File: src/rtl/uart_cmd_ctrl_if.sv
// Bus bundle between the UART command sequencer and its neighbours:
// received-word strobe, framebuffer write port, config write port and status.
interface uart_cmd_ctrl_if #(
    parameter int ADDR_W = 16
);
    logic [31:0]       rx_data;
    logic              rx_flag;
    logic              wr_en;
    logic              wr_ready;
    logic [ADDR_W-1:0] wr_addr;
    logic [31:0]       wr_data;
    logic              cfg_we;
    logic [3:0]        cfg_sel;
    logic [31:0]       cfg_data;
    logic              busy;
    logic              done;
    logic [1:0]        err;

    // Sequencer side
    modport master (
        input  rx_data, rx_flag, wr_ready,
        output wr_en, wr_addr, wr_data, cfg_we, cfg_sel, cfg_data, busy, done, err
    );

    // Receiver / framebuffer / config side
    modport slave (
        output rx_data, rx_flag, wr_ready,
        input  wr_en, wr_addr, wr_data, cfg_we, cfg_sel, cfg_data, busy, done, err
    );
endinterface

File: src/rtl/uart_cmd_ctrl.sv
// UART command sequencer: decodes 32-bit header words and drives framebuffer
// write bursts, zero-fill bursts and config-register writes. A 1-entry skid
// buffer absorbs words that arrive while the sequencer cannot take them.
module uart_cmd_ctrl #(
    parameter int ADDR_W      = 16,
    parameter int TIMEOUT_CYC = 1000000
) (
    input  logic            clk,
    input  logic            rst_n,   // active-high synchronous reset
    uart_cmd_ctrl_if.master bus
);
    localparam int TMR_W = $clog2(TIMEOUT_CYC + 1);
    localparam logic [TMR_W-1:0] TMR_LAST = TMR_W'(TIMEOUT_CYC - 1);

    localparam logic [7:0] OP_WRITE = 8'hA5;
    localparam logic [7:0] OP_FILL  = 8'h3C;
    localparam logic [7:0] OP_CFG   = 8'h5A;

    typedef enum logic [2:0] {
        S_IDLE, S_PAYLOAD, S_WRWAIT, S_FILLING, S_CFGVAL, S_DONE
    } state_t;

    state_t            state_q, state_d;
    logic              skid_full_q, skid_full_d;
    logic [31:0]       skid_data_q, skid_data_d;
    logic [ADDR_W-1:0] addr_q, addr_d;
    logic [8:0]        rem_q, rem_d;
    logic [31:0]       data_q, data_d;
    logic [TMR_W-1:0]  timer_q, timer_d;
    logic [1:0]        err_q, err_d;
    logic              cfg_we_q, cfg_we_d;
    logic [3:0]        cfg_sel_q, cfg_sel_d;
    logic [31:0]       cfg_data_q, cfg_data_d;

    logic              avail;
    logic              take;
    logic [31:0]       word;

    // Next-state, datapath and skid-buffer logic
    always_comb begin
        state_d     = state_q;
        skid_full_d = skid_full_q;
        skid_data_d = skid_data_q;
        addr_d      = addr_q;
        rem_d       = rem_q;
        data_d      = data_q;
        timer_d     = timer_q;
        err_d       = err_q;
        cfg_we_d    = 1'b0;
        cfg_sel_d   = cfg_sel_q;
        cfg_data_d  = cfg_data_q;
        take        = 1'b0;

        // Oldest word first: the buffered one, else the word on the wire this cycle
        avail = skid_full_q | bus.rx_flag;
        word  = skid_full_q ? skid_data_q : bus.rx_data;

        case (state_q)
            S_IDLE: begin
                if (avail) begin
                    take   = 1'b1;
                    addr_d = word[8 +: ADDR_W];
                    // len 0 encodes 256
                    rem_d  = {(word[7:0] == 8'd0), word[7:0]};
                    case (word[31:24])
                        OP_WRITE: begin
                            state_d = S_PAYLOAD;
                            err_d   = 2'd0;
                        end
                        OP_FILL: begin
                            state_d = S_FILLING;
                            err_d   = 2'd0;
                            data_d  = 32'd0;
                        end
                        OP_CFG: begin
                            state_d = S_CFGVAL;
                            err_d   = 2'd0;
                        end
                        default: err_d = 2'd1;
                    endcase
                end
            end
            S_PAYLOAD: begin
                if (avail) begin
                    take    = 1'b1;
                    data_d  = word;
                    state_d = S_WRWAIT;
                end else if (timer_q == TMR_LAST) begin
                    err_d   = 2'd2;
                    state_d = S_IDLE;
                end else begin
                    timer_d = timer_q + 1'b1;
                end
            end
            S_WRWAIT, S_FILLING: begin
                if (bus.wr_ready) begin
                    addr_d = addr_q + 1'b1;
                    rem_d  = rem_q - 1'b1;
                    if (rem_q == 9'd1) begin
                        state_d = S_DONE;
                    end else if (state_q == S_WRWAIT) begin
                        state_d = S_PAYLOAD;
                    end
                end
            end
            S_CFGVAL: begin
                if (avail) begin
                    take       = 1'b1;
                    cfg_we_d   = 1'b1;
                    cfg_sel_d  = addr_q[3:0];
                    cfg_data_d = word;
                    state_d    = S_DONE;
                end else if (timer_q == TMR_LAST) begin
                    err_d   = 2'd2;
                    state_d = S_IDLE;
                end else begin
                    timer_d = timer_q + 1'b1;
                end
            end
            S_DONE:  state_d = S_IDLE;
            default: state_d = S_IDLE;
        endcase

        // Idle timer restarts whenever a word is consumed or a state is entered
        if (take || (state_d != state_q)) begin
            timer_d = '0;
        end

        // Skid buffer: refill behind a drained entry, or capture / drop a new word
        if (take) begin
            if (skid_full_q) begin
                skid_full_d = bus.rx_flag;
                if (bus.rx_flag) begin
                    skid_data_d = bus.rx_data;
                end
            end
        end else if (bus.rx_flag) begin
            if (!skid_full_q) begin
                skid_full_d = 1'b1;
                skid_data_d = bus.rx_data;
            end else begin
                err_d = 2'd3;
            end
        end
    end

    // State and datapath registers with synchronous reset
    always_ff @(posedge clk) begin
        if (rst_n) begin
            state_q     <= S_IDLE;
            skid_full_q <= 1'b0;
            skid_data_q <= '0;
            addr_q      <= '0;
            rem_q       <= '0;
            data_q      <= '0;
            timer_q     <= '0;
            err_q       <= 2'd0;
            cfg_we_q    <= 1'b0;
            cfg_sel_q   <= '0;
            cfg_data_q  <= '0;
        end else begin
            state_q     <= state_d;
            skid_full_q <= skid_full_d;
            skid_data_q <= skid_data_d;
            addr_q      <= addr_d;
            rem_q       <= rem_d;
            data_q      <= data_d;
            timer_q     <= timer_d;
            err_q       <= err_d;
            cfg_we_q    <= cfg_we_d;
            cfg_sel_q   <= cfg_sel_d;
            cfg_data_q  <= cfg_data_d;
        end
    end

    assign bus.wr_en    = (state_q == S_WRWAIT) || (state_q == S_FILLING);
    assign bus.wr_addr  = addr_q;
    assign bus.wr_data  = data_q;
    assign bus.cfg_we   = cfg_we_q;
    assign bus.cfg_sel  = cfg_sel_q;
    assign bus.cfg_data = cfg_data_q;
    assign bus.busy     = (state_q != S_IDLE);
    assign bus.done     = (state_q == S_DONE);
    assign bus.err      = err_q;
endmodule

File: src/flat_wrapper.sv
// flat-port wrapper written by rule: the top's interface ports become plain ports
module uart_cmd_ctrl_flat 
#(
    parameter int ADDR_W      = 16,
    parameter int TIMEOUT_CYC = 1000000
)
  (clk, rst_n, bus_rx_data, bus_rx_flag, bus_wr_ready, bus_wr_en, bus_wr_addr, bus_wr_data, bus_cfg_we, bus_cfg_sel, bus_cfg_data, bus_busy, bus_done, bus_err);
  uart_cmd_ctrl_if #(.ADDR_W(ADDR_W)) bus_i ();
  input  logic clk;
  input  logic rst_n;
  input wire logic [$bits(bus_i.rx_data)-1:0] bus_rx_data;
  input wire logic [$bits(bus_i.rx_flag)-1:0] bus_rx_flag;
  input wire logic [$bits(bus_i.wr_ready)-1:0] bus_wr_ready;
  output wire logic [$bits(bus_i.wr_en)-1:0] bus_wr_en;
  output wire logic [$bits(bus_i.wr_addr)-1:0] bus_wr_addr;
  output wire logic [$bits(bus_i.wr_data)-1:0] bus_wr_data;
  output wire logic [$bits(bus_i.cfg_we)-1:0] bus_cfg_we;
  output wire logic [$bits(bus_i.cfg_sel)-1:0] bus_cfg_sel;
  output wire logic [$bits(bus_i.cfg_data)-1:0] bus_cfg_data;
  output wire logic [$bits(bus_i.busy)-1:0] bus_busy;
  output wire logic [$bits(bus_i.done)-1:0] bus_done;
  output wire logic [$bits(bus_i.err)-1:0] bus_err;
  assign bus_i.rx_data = bus_rx_data;
  assign bus_i.rx_flag = bus_rx_flag;
  assign bus_i.wr_ready = bus_wr_ready;
  assign bus_wr_en = bus_i.wr_en;
  assign bus_wr_addr = bus_i.wr_addr;
  assign bus_wr_data = bus_i.wr_data;
  assign bus_cfg_we = bus_i.cfg_we;
  assign bus_cfg_sel = bus_i.cfg_sel;
  assign bus_cfg_data = bus_i.cfg_data;
  assign bus_busy = bus_i.busy;
  assign bus_done = bus_i.done;
  assign bus_err = bus_i.err;
  uart_cmd_ctrl #(.ADDR_W(ADDR_W), .TIMEOUT_CYC(TIMEOUT_CYC)) u_core (.clk(clk), .rst_n(rst_n), .bus(bus_i));
endmodule
File: config.mk
export PLATFORM = sky130hd
export DESIGN_NAME = uart_cmd_ctrl_flat
export DESIGN_NICKNAME = d
export VERILOG_FILES = /design/src/rtl/uart_cmd_ctrl_if.sv /design/src/rtl/uart_cmd_ctrl.sv /design/src/flat_wrapper.sv
export SDC_FILE = /design/constraint.sdc
export NUM_CORES = 1
export LEC_CHECK = 0
export CORE_ASPECT_RATIO = 0.9
export CORE_MARGIN = 10
export CORE_UTILIZATION = 30
export CTS_CLUSTER_DIAMETER = 30
export DETAILED_ROUTE_END_ITERATION = 8
export GPL_ROUTABILITY_DRIVEN = 0
export PLACE_DENSITY = 0.54
export SETUP_SLACK_MARGIN = 0.5
export SLEW_MARGIN = 20
export SYNTH_ARGS = -nofsm -noshare
export SYNTH_HDL_FRONTEND = slang
export SYNTH_SLANG_ARGS = --single-unit
File: constraint.sdc
create_clock -name clk -period 2.66 [get_ports clk]
set_clock_uncertainty 0.2 [all_clocks]
set_input_delay 0.399 -clock clk [delete_from_list [all_inputs] [get_ports clk]]
set_output_delay 0.399 -clock clk [all_outputs]
set_load 0.03 [all_outputs]
==> run_results.csv, run 1 <==
group,metric,value,unit
sta,setup-tns-final,0,ns
placement,io_buffers,125,
drt,drc,0,
clocking,clock-root-buffer,"clkbuf_16",
clocking,cts.htree.levels,4,
critical_path,required,2.77,ns
placement,hpwl,15300,um
critical_path,arrival,2.47,ns
drt,first_iter_violations,307,
final_layout,fin_util,45.0,%
power_and_ir_drop,ir_drop,0.000318,V
clocking,clk_pin_slew,0.07,ns
sta,finalSetupViolCount,0,
logic_synthesis,syn_nets,840,
global_routing,grt_pass1_vias,6150,
clocking,insertion_delay,0.42,ns
critical_path,crit_slowest_cell,"or4_4",
sta,period_needed,2.36,ns
logic_synthesis,synth-edff-count,0,
critical_path,critPathBufInv,2,
clocking,cts_buffers,17,
final_layout,final_common_cell,"dfxtp_1",
clocking,cts_sinks,152,
critical_path,worstPathCellList,"or4_4, o211a_4, nor3_4, a221oi_4, buf_6, buf_6, a22o_1",
logic_synthesis,netlist_area,6700,um^2
floorplan,ios,126,
global_routing,grt_max_degree,47,
critical_path,reg2reg_to,"u_core.bus.wr_data[22]",
logic_synthesis,ys_ff_latch,152,
power_and_ir_drop,internal_power,3.78,mW
drt,antenna_left,0,
clocking,clk_path_buf_depth,2,
worst_hold_path,min_from,"rst_n",
logic_synthesis,synth_cell_type_count,57,
floorplan,initial_utilization,30.7,%
global_routing,grt_usage,15.2,%
power_and_ir_drop,power_per_cell_area,528,nW/um^2
sta,maxSlewViolCount,0,
worst_hold_path,hold_path_class,"input pin to flop",
final_layout,area_growth,46.8,%
critical_path,cpMostUsedCell,"buf_6",
critical_path,start_kind,"flop",
final_layout,fin_area,9830,um^2
floorplan,fp-row-count,51,
critical_path,crit_type,"flop to flop",
logic_synthesis,synth.area.top_cells,"dfxtp_1 45%, nand2_1 7.0%, nor2_1 5.5%, a21oi_1 5.3%, mux2i_1 4.5%",
floorplan,core,21800,um^2
floorplan,die_area,28700,um^2
placement,dp_slack,-0.201,ns
logic_synthesis,synthFlopType,"dfxtp_1",
drt,wl,22600,um
power_and_ir_drop,netSwitchingFraction,27.2,%
final_layout,drive_above_1_share,19.2,%
sta,setup_slack,0.304,ns
power_and_ir_drop,p_total,5.19,mW
drt,via_per_inst,4.97,
clocking,cts_tree,"done",
drt,vias,6315,
sta,period_share,88.6,%
final_layout,fillers,2157,
logic_synthesis,ys_seq_area_share,45.4,%
drt,wl_per_cell,17.8,um
global_routing,antenna_found_initial,3,
worst_hold_path,min_path_cells,2,
logic_synthesis,async_flop_share,0,%
critical_path,critPathMaxFanout,6,
placement,place_area,8600,um^2
floorplan,dieHeight,162,um
logic_synthesis,synth_top_area_share,45.4,%
run_status,run_status,"completed",
final_layout,nets,1005,
placement,dp.cells,1217,
sta,hold_slack,0.205,ns
global_routing,grt.overflow.total,0,
global_routing,grt_pass1_wl,34900,um
final_layout,layout_common_cells,"144 x dfxtp_1, 124 x nand2_1, 106 x clkdlybuf4s50_1, 97 x nor2_1, 70 x a21oi_1",
sta,slew_headroom,56.0,%
logic_synthesis,syn_area_per_cell,8.37,um^2
drt,drt_first_pass_iters,4,
sta,worst_pin_slew,0.642,ns
floorplan,die_w,177,um
logic_synthesis,yosys_warnings,0,
power_and_ir_drop,p_sw,1.41,mW
critical_path,r2r_cells,7,
logic_synthesis,synth_cells,800,
power_and_ir_drop,comb_power_share,8.6,%
power_and_ir_drop,power_frac_seq,45.0,%
logic_synthesis,synth_area_leader_cell,"dfxtp_1",
final_layout,fin_cells,1270,
critical_path,cp_top_family,"simple AND/OR/NAND/NOR gates",
power_and_ir_drop,leakagePower,3.42,nW
critical_path,end_kind,"flop",
critical_path,reg2reg_from,"u_core.skid_full_q",
sta,clock.fmax,424,MHz
critical_path,cp_slowest_stage_delay,0.55,ns
power_and_ir_drop,p_clk_share,46.4,%
flow_run,drv_cap,0,
worst_hold_path,min_to,"u_core.skid_data_q[31]",
sta,rsz0062_at_grt,"yes",
sta,hold_viol_final,0,
critical_path,reg2reg_slack,0.30,ns
## worst reg2reg max path, cell delays in order, from the launching register on
cell,delay [ns]
dfxtp_4,0.38
or4_4,0.56
o211a_4,0.28
nor3_4,0.22
a221oi_4,0.13
buf_6,0.17
buf_6,0.12
a22o_1,0.19
## cells by family after synthesis
logic type / Yosys count / share of synthesized area [%]
AOI/OAI and AO/OA: 202 / 19.7
xor gates and xnor gates: 21 / 2.75
adders and majority gates: 4 / 0.747
buffers and inverters: 67 / 4.24
DFF: 152 / 45.4
muxes: 34 / 5.16
and+or+nand+nor: 320 / 21.9
## what timing repair did
| action | in CTS | in global routing |
|---|---|---|
| cloned | 1 | 4 |
| hold buffers | 0 | 0 |
| pin swaps | 12 | 11 |
| setup buffers | 11 | 4 |
| gates resized for setup | 47 | 59 |
| setup endpoints to repair | 131 | 102 |
## layer usage
layer / vias to the layer above / GRT usage [%] / share of wire [%]
li1: 3166 / - / -
met1: 2992 / 19.9 / 48
met2: 135 / 22.9 / 43
met3: 18 / 5.89 / 7.2
met4: 4 / 3.45 / 0.90
met5: - / 0 / 0.093
## synthesized netlist by cell type, drive strengths merged (3+ instances only)
master and n:
a211oi 33, a21o 3, a21oi 71, a221oi 3
a22o 4, a22oi 5, a31oi 5, and2 3
and3 4, buf 23, clkbuf 34, dfxtp 152
ha 4, inv 9, mux2 4, mux2i 30
nand2 124, nand2b 5, nand3 14, nand4 12
nor2 99, nor2b 3, nor3 25, nor4 7
nor4b 4, nor4bb 4, o211ai 3, o21ai 29
o22ai 4, o2bb2ai 29, or2 4, or3 3
xnor2 13, xor2 8
## final cells by class
| class | instances | area, um^2 | area share [%] |
|---|---|---|---|
| multi-input combinational | 581 | 3800 | 38.7 |
| sequential | 152 | 3060 | 31.1 |
| clock inverter | 14 | 149 | 1.51 |
| timing repair buffer | 203 | 1970 | 20.1 |
| clock buffer | 18 | 439 | 4.47 |
| inverter | 10 | 37.5 | 0.382 |
| antenna | 1 | 2.50 | 0.0255 |
| tap | 291 | 364 | 3.70 |
## power by group through the flow
stage	logic [mW]	registers (mW)	clock network [mW]
2_1_floorplan	0.161	2.41	0
4_1_cts	0.413	2.33	2.46
3_5_place_dp	0.399	2.39	0
6_report	0.446	2.34	2.41
5_1_grt	0.481	2.34	2.56
3_3_place_gp	0.400	2.39	0
## sequential cells by signal, indices dropped and copies added (netlist names)
| signal | flops |
|---|---|
| u_core.bus.cfg_data | 32 |
| u_core.bus.cfg_sel | 4 |
| u_core.bus.cfg_we | 1 |
| u_core.bus.err | 2 |
| u_core.bus.wr_addr | 16 |
| u_core.bus.wr_data | 32 |
| u_core.rem_q | 9 |
| u_core.skid_data_q | 32 |
| u_core.skid_full_q | 1 |
| u_core.state_q | 3 |
| u_core.timer_q | 20 |
## how the worst max path moves through the flow
stage	from	end	slack [ns]	depth (start not counted)
finish	u_core.skid_full_q	u_core.bus.wr_data[22]	0.30	7
global route	u_core.skid_full_q	u_core.bus.wr_data[22]	0.21	10
CTS	u_core.skid_full_q	u_core.bus.wr_data[15]	0.28	7
detailed placement	bus_rx_data[25]	u_core.bus.wr_data[17]	-0.20	7
global placement	bus_rx_flag	u_core.timer_q[16]	-0.14	8
floorplan	u_core.skid_full_q	u_core.bus.wr_data[18]	0.49	7
Power figures use the tool's default switching activity.
==> run 2: changes to the inputs <==
ABC_AREA = 1   (was unset)
PLACE_DENSITY = 0.53   (was 0.54)
TNS_END_PERCENT = 50   (was unset)
==> run 2 against run 1 <==
Global-route usage down 0.39 points. Highest routed layer is now met4. Combinational power up 20%. Via count up 30%. Setup slack better by 0.17 ns. Register-to-register slack better by 0.27 ns. Critical endpoint is now bus_wr_addr[11]. Design area up 6.9%. Sequential cell count unchanged. Hold slack better by 0.040 ns.
==> run_results.csv, run 2 <==
group,metric,value,unit
placement,hpwl,18000,um
critical_path,crit_slowest_cell,"clkdlybuf4s50_1",
final_layout,fin_util,39.2,%
floorplan,initial_utilization,30.2,%
critical_path,r2r_cells,12,
sta,period_needed,2.19,ns
worst_hold_path,min_path_cells,2,
clocking,cts_sinks,152,
clocking,insertion_delay,0.43,ns
floorplan,dieHeight,176,um
run_status,run_status,"completed",
drt,wl_per_cell,15.9,um
drt,met3_length,1540,um
worst_hold_path,min_from,"u_core.bus.cfg_data[28]",
clocking,clk_pin_slew,0.06,ns
power_and_ir_drop,p_sw,1.39,mW
power_and_ir_drop,ir_drop,0.000423,V
global_routing,grt.overflow.total,0,
power_and_ir_drop,internal_power,3.89,mW
critical_path,worstPathCellList,"clkdlybuf4s50_1",
logic_synthesis,ys_ff_latch,152,
critical_path,reg2reg_from,"u_core.skid_full_q",
global_routing,grt_pass1_vias,7461,
sta,worst_pin_slew,0.459,ns
drt,m1WireLength,13000,um
power_and_ir_drop,leakagePower,3.92,nW
sta,slew_headroom,69.4,%
final_layout,area_growth,29.6,%
global_routing,grt_max_degree,110,
sta,setup-tns-final,0,ns
sta,period_share,82.3,%
logic_synthesis,netlist_area,8110,um^2
floorplan,die_w,193,um
logic_synthesis,synth.area.top_cells,"dfxtp_1 38%, nand2_1 15%, o21ai_0 6.5%, a21oi_1 6.4%, inv_1 4.8%",
global_routing,grt_usage,14.8,%
drt,vias,8194,
logic_synthesis,async_flop_share,0,%
critical_path,arrival,1.59,ns
placement,dp_slack,0.0879,ns
power_and_ir_drop,p_total,5.28,mW
drt,first_iter_violations,705,
critical_path,end_kind,"output pin",
power_and_ir_drop,comb_power_share,10.1,%
critical_path,start_kind,"flop",
critical_path,reg2reg_to,"u_core.bus.wr_data[20]",
drt,highest_layer,"met4",
critical_path,critPathMaxFanout,5,
power_and_ir_drop,power_per_cell_area,503,nW/um^2
power_and_ir_drop,power_frac_seq,44.5,%
critical_path,required,2.06,ns
power_and_ir_drop,netSwitchingFraction,26.3,%
sta,clock.fmax,457,MHz
drt,drt_first_pass_iters,7,
worst_hold_path,hold_path_class,"flop to flop",
critical_path,reg2reg_slack,0.57,ns
floorplan,ios,126,
sta,finalSetupViolCount,0,
critical_path,cp_top_family,"buffers and inverters",
placement,io_buffers,125,
clocking,cts_tree,"done",
logic_synthesis,synthMostInstantiatedCell,"nand2_1",
flow_run,drv_cap,0,
final_layout,layout_common_cells,"327 x nand2_1, 146 x dfxtp_1, 118 x clkdlybuf4s50_1, 105 x o21ai_0",
global_routing,grt_pass1_wl,41200,um
logic_synthesis,synth_cell_type_count,43,
final_layout,drive_above_1_share,11.4,%
drt,antenna_left,0,
sta,hold_viol_final,0,
global_routing,antenna_found_initial,1,
logic_synthesis,yosys_warnings,0,
logic_synthesis,synth-edff-count,0,
drt,wl,26800,um
floorplan,core,26800,um^2
final_layout,final_common_cell,"nand2_1",
clocking,cts_buffers,17,
clocking,cts.htree.levels,4,
power_and_ir_drop,p_clk_share,45.4,%
logic_synthesis,synthFlopType,"dfxtp_1",
critical_path,cp_slowest_stage_delay,0.73,ns
clocking,clock-root-buffer,"clkbuf_16",
logic_synthesis,synth_common_cells,"327 x nand2_1, 152 x dfxtp_1, 105 x o21ai_0",
logic_synthesis,synth_area_leader_cell,"dfxtp_1",
sta,maxSlewViolCount,0,
drt,wl_met2,11900,um
logic_synthesis,synth_top_area_share,37.5,%
floorplan,fp-row-count,57,
critical_path,crit_type,"flop to output pin",
drt,drc,0,
final_layout,fillers,2861,
worst_hold_path,min_to,"u_core.bus.cfg_data[28]",
floorplan,die_area,34000,um^2
logic_synthesis,ys_seq_area_share,37.5,%
logic_synthesis,synth_cells,1216,
clocking,clk_path_buf_depth,2,
critical_path,critPathBufInv,1,
sta,setup_slack,0.472,ns
logic_synthesis,syn_nets,1256,
drt,via_per_inst,4.86,
clocking,hold_buffers,0,
sta,rsz0062_at_grt,"yes",
logic_synthesis,syn_area_per_cell,6.67,um^2
final_layout,nets,1359,
-- run 2: cell types whose count changed after synthesis, sizes merged, moves of 29 or more --
cell     previous run  this run
a21oi              71       105
a31oi               5        36
inv                 9       117
nand2             124       338
nand3              14        74
o21ai              29       113
o2bb2ai            29         0
-- run 2: cell type report --
| class | instances | area [um^2] | share of cell area, % |
|---|---|---|---|
| Antenna cell | 1 | 2.50 | 0.0238 |
| Clock buffer | 21 | 480 | 4.57 |
| Clock inverter | 10 | 93.8 | 0.893 |
| Inverter | 118 | 455 | 4.34 |
| Multi-Input combinational cell | 870 | 4310 | 41.0 |
| Sequential cell | 152 | 3050 | 29.1 |
| Tap cell | 354 | 443 | 4.22 |
| Timing Repair Buffer | 160 | 1670 | 15.9 |
-- run 2: kinds of logic after synthesis --
logic type      after synthesis  synth area share, %
mux                           3                0.370
simple gates                575                 31.4
fa+ha+maj                     4                0.617
flops                       152                 37.5
buf+inv                     194                 10.2
compound gates              271                 18.0
xor+xnor                     17                 1.84
-- run 2: worst min-delay path, cell delays in order (launching register included) --
cell,delay (ns)
dfxtp_1,0.31
inv_1,0.05
a21oi_1,0.05
-- run 2: metrics by stage --
stage | instance area, um^2 | std cells | hold WS, ns
after floorplan | 8110 | 1216 | 0.255
after global placement | 9700 | 1644 | 0.232
after detailed placement | 9700 | 1644 | 0.239
after CTS | 10300 | 1677 | 0.249
after global routing | 10500 | 1685 | 0.265
final | 10500 | 1686 | 0.245
-- run 2: routing by layer --
metal	track usage, %	vias to the layer above
li1	-	4177
met1	19.9	3795
met2	22.9	203
met3	3.77	19
met4	4.03	0
met5	0	-
-- run 2: timing repair --
item                                    4_1_cts  5_1_grt
pin swaps                                     2        2
gates resized for setup                      22       27
setup buffers                                 2        3
endpoints found under the setup margin       71      109
gates cloned                                  0        5
-- run 2: how the worst max path moves through the flow --
stage	start	to	slack [ns]	cells past startpoint
5_1_grt	u_core.bus.wr_addr[11]	bus_wr_addr[11]	0.39	1
3_3_place_gp	bus_rx_flag	u_core.timer_q[10]	0.16	10
2_1_floorplan	u_core.bus.wr_addr[0]	u_core.bus.wr_addr[12]	0.68	10
6_report	u_core.bus.wr_addr[11]	bus_wr_addr[11]	0.47	1
3_5_place_dp	bus_rx_flag	u_core.timer_q[8]	0.09	10
4_1_cts	u_core.state_q[1]	bus_wr_en	0.38	3
-- run 2: power by group through the flow --
stage          clock network (mW)  logic, mW  registers, mW
3_5_place_dp                    0      0.528           2.40
5_1_grt                      2.56      0.595           2.35
3_3_place_gp                    0      0.525           2.40
4_1_cts                      2.45      0.527           2.35
2_1_floorplan                   0      0.275           2.43
6_report                     2.40      0.534           2.35
==> run 3: changes to the inputs <==
PLACE_DENSITY = 0.54   (was 0.53)
clock period = 1.9 ns   (was 2.66 ns; I/O delays follow)
==> run 3 against run 2 <==
The run now ends with setup timing left. Core utilization is 10 points higher. Critical path type is now flop to flop. Setup slack worse by 0.56 ns. Via count is 8.5% higher. First-iteration DRC count is 17% lower. Non-clock buffer count is 140 higher. Sequential cell count stayed put. Clock power is 40% higher. Design area is 26% higher. Register-to-register slack worse by 0.66 ns. Clock-buffer cell count is 2 lower. Hold slack better by 0.0014 ns. Wire length is 13% higher.
==> run_results.csv, run 3 (same netlist as run 2, synthesis figures left out) <==
group,metric,value,unit
clocking,clk_pin_slew,0.07,ns
power_and_ir_drop,power_per_cell_area,581,nW/um^2
placement,place_area,10800,um^2
sta,clock.fmax,503,MHz
placement,hpwl,19900,um
final_layout,nets,1499,
sta,slew_headroom,74.2,%
drt,via_per_inst,4.87,
clocking,cts_tree,"done",
floorplan,core,26800,um^2
critical_path,crit_slowest_cell,"dfxtp_2",
critical_path,worstPathCellList,"ha_4, inv_4, nor3_4, nand3_4, a21oi_4, nand2_2, nand2_4, nand2_8, clkbuf_16, nor3_2",
drt,drc,0,
run_status,run_status,"finished, violations left",
sta,period_share,105,%
placement,dp_slack,-0.307,ns
final_layout,fillers,2607,
final_layout,layout_common_cells,"300 x nand2_1, 111 x buf_4, 107 x buf_6, 96 x inv_1, 86 x nor2_1",
sta,worst_pin_slew,0.387,ns
global_routing,antenna_found_initial,2,
critical_path,critPathMaxFanout,4,
critical_path,end_kind,"flop",
critical_path,required,2.06,ns
floorplan,fp-row-count,57,
floorplan,die_w,193,um
sta,period_needed,1.99,ns
drt,antenna_left,0,
clocking,hold_buffers,0,
clocking,insertion_delay,0.43,ns
floorplan,dieHeight,176,um
clocking,clock-root-buffer,"clkbuf_16",
critical_path,start_kind,"flop",
flow_run,drv_cap,0,
critical_path,crit_type,"flop to flop",
drt,vias,8891,
clocking,cts.htree.levels,4,
floorplan,die_area,34000,um^2
global_routing,grt_pass1_wl,45100,um
global_routing,grt.overflow.total,0,
final_layout,fin_area,13300,um^2
drt,first_iter_violations,585,
critical_path,arrival,2.15,ns
sta,maxSlewViolCount,0,
global_routing,grt_usage,16.0,%
placement,io_buffers,125,
sta,rsz0062_at_grt,"yes",
clocking,cts_sinks,152,
drt,wl_per_cell,16.5,um
power_and_ir_drop,ir_drop,0.000631,V
final_layout,area_growth,63.6,%
final_layout,drive_above_1_share,42.6,%
sta,setup_slack,-0.0895,ns
worst_hold_path,hold_path_class,"flop to flop",
final_layout,final_common_cell,"nand2_1",
critical_path,cp_slowest_stage_delay,0.36,ns
global_routing,grt_max_degree,57,
floorplan,initial_utilization,30.2,%
drt,wl,30100,um
floorplan,ios,126,
global_routing,grt_pass1_vias,8301,
sta,hold_viol_final,0,
sta,setup-tns-final,-1.93,ns
sta,finalSetupViolCount,37,
power_and_ir_drop,leakagePower,5.20,nW
clocking,clk_path_buf_depth,2,
clocking,cts_buffers,17,
drt,drt_first_pass_iters,5,
run_status,violations,"setup timing",
power_and_ir_drop,p_total,7.71,mW
-- run 3: area by class of cell --
cell class | instances | area, um^2 | share of cell area [%]
antenna | 2 | 5.00 | 0.0377
inverter | 118 | 494 | 3.73
sequential | 152 | 3200 | 24.1
multi-input combinational | 870 | 5180 | 39.1
timing repair buffer | 300 | 3370 | 25.4
clock buffer | 19 | 453 | 3.42
tap | 354 | 443 | 3.34
clock inverter | 12 | 115 | 0.868
-- run 3: power breakdown --
| group | internal, mW | switching, mW |
|---|---|---|
| sequential | 3.23 | 0.0633 |
| clock | 1.89 | 1.49 |
| combinational | 0.456 | 0.587 |
-- run 3: critical path, delay by kind of cell, from the launching register on --
| family | cells | cell delay (ns) |
|---|---|---|
| adder cells (fa/ha/maj) | 1 | 0.16 |
| AND/OR/NAND/NOR | 6 | 0.79 |
| AO/OA/AOI/OAI | 1 | 0.21 |
| buffers and inverters | 2 | 0.21 |
| flip-flops | 1 | 0.36 |
-- run 3: path summary, 6_finish.rpt --
path                            depth (start not counted)                     from  slack (ns)                       to
worst min register to register                          2  u_core.bus.cfg_data[29]        0.25  u_core.bus.cfg_data[29]
worst max register to register                         10        u_core.timer_q[1]       -0.09        u_core.timer_q[6]
worst max-delay path                                   10        u_core.timer_q[1]       -0.09        u_core.timer_q[6]
worst min-delay path                                    2  u_core.bus.cfg_data[29]        0.25  u_core.bus.cfg_data[29]
-- run 3: stage by stage --
step                      hold WS (ns)  utilization [%]  std cells
after floorplan                  0.235                -       1216
after CTS                        0.240             45.4       1788
after global placement           0.232             40.4       1737
after global routing             0.249             49.4       1825
after detailed placement         0.234             40.4       1737
final                            0.246             49.5       1827
-- run 3: layer usage --
metal  GRT usage, %  routed length, um  vias to the layer above
li1               -                  -                     4488
met1           21.3              14300                     4185
met2           25.1              13800                      193
met3           4.08               1570                       25
met4           4.45                420                        0
met5              0                  0                        -
-- run 3: repair_timing --
item / 4_1_cts / 5_1_grt
setup endpoints to repair: 242 / 238
cloned: 3 / 15
pin swaps: 17 / 56
buffers inserted: 17 / 22
resized for setup: 813 / 146
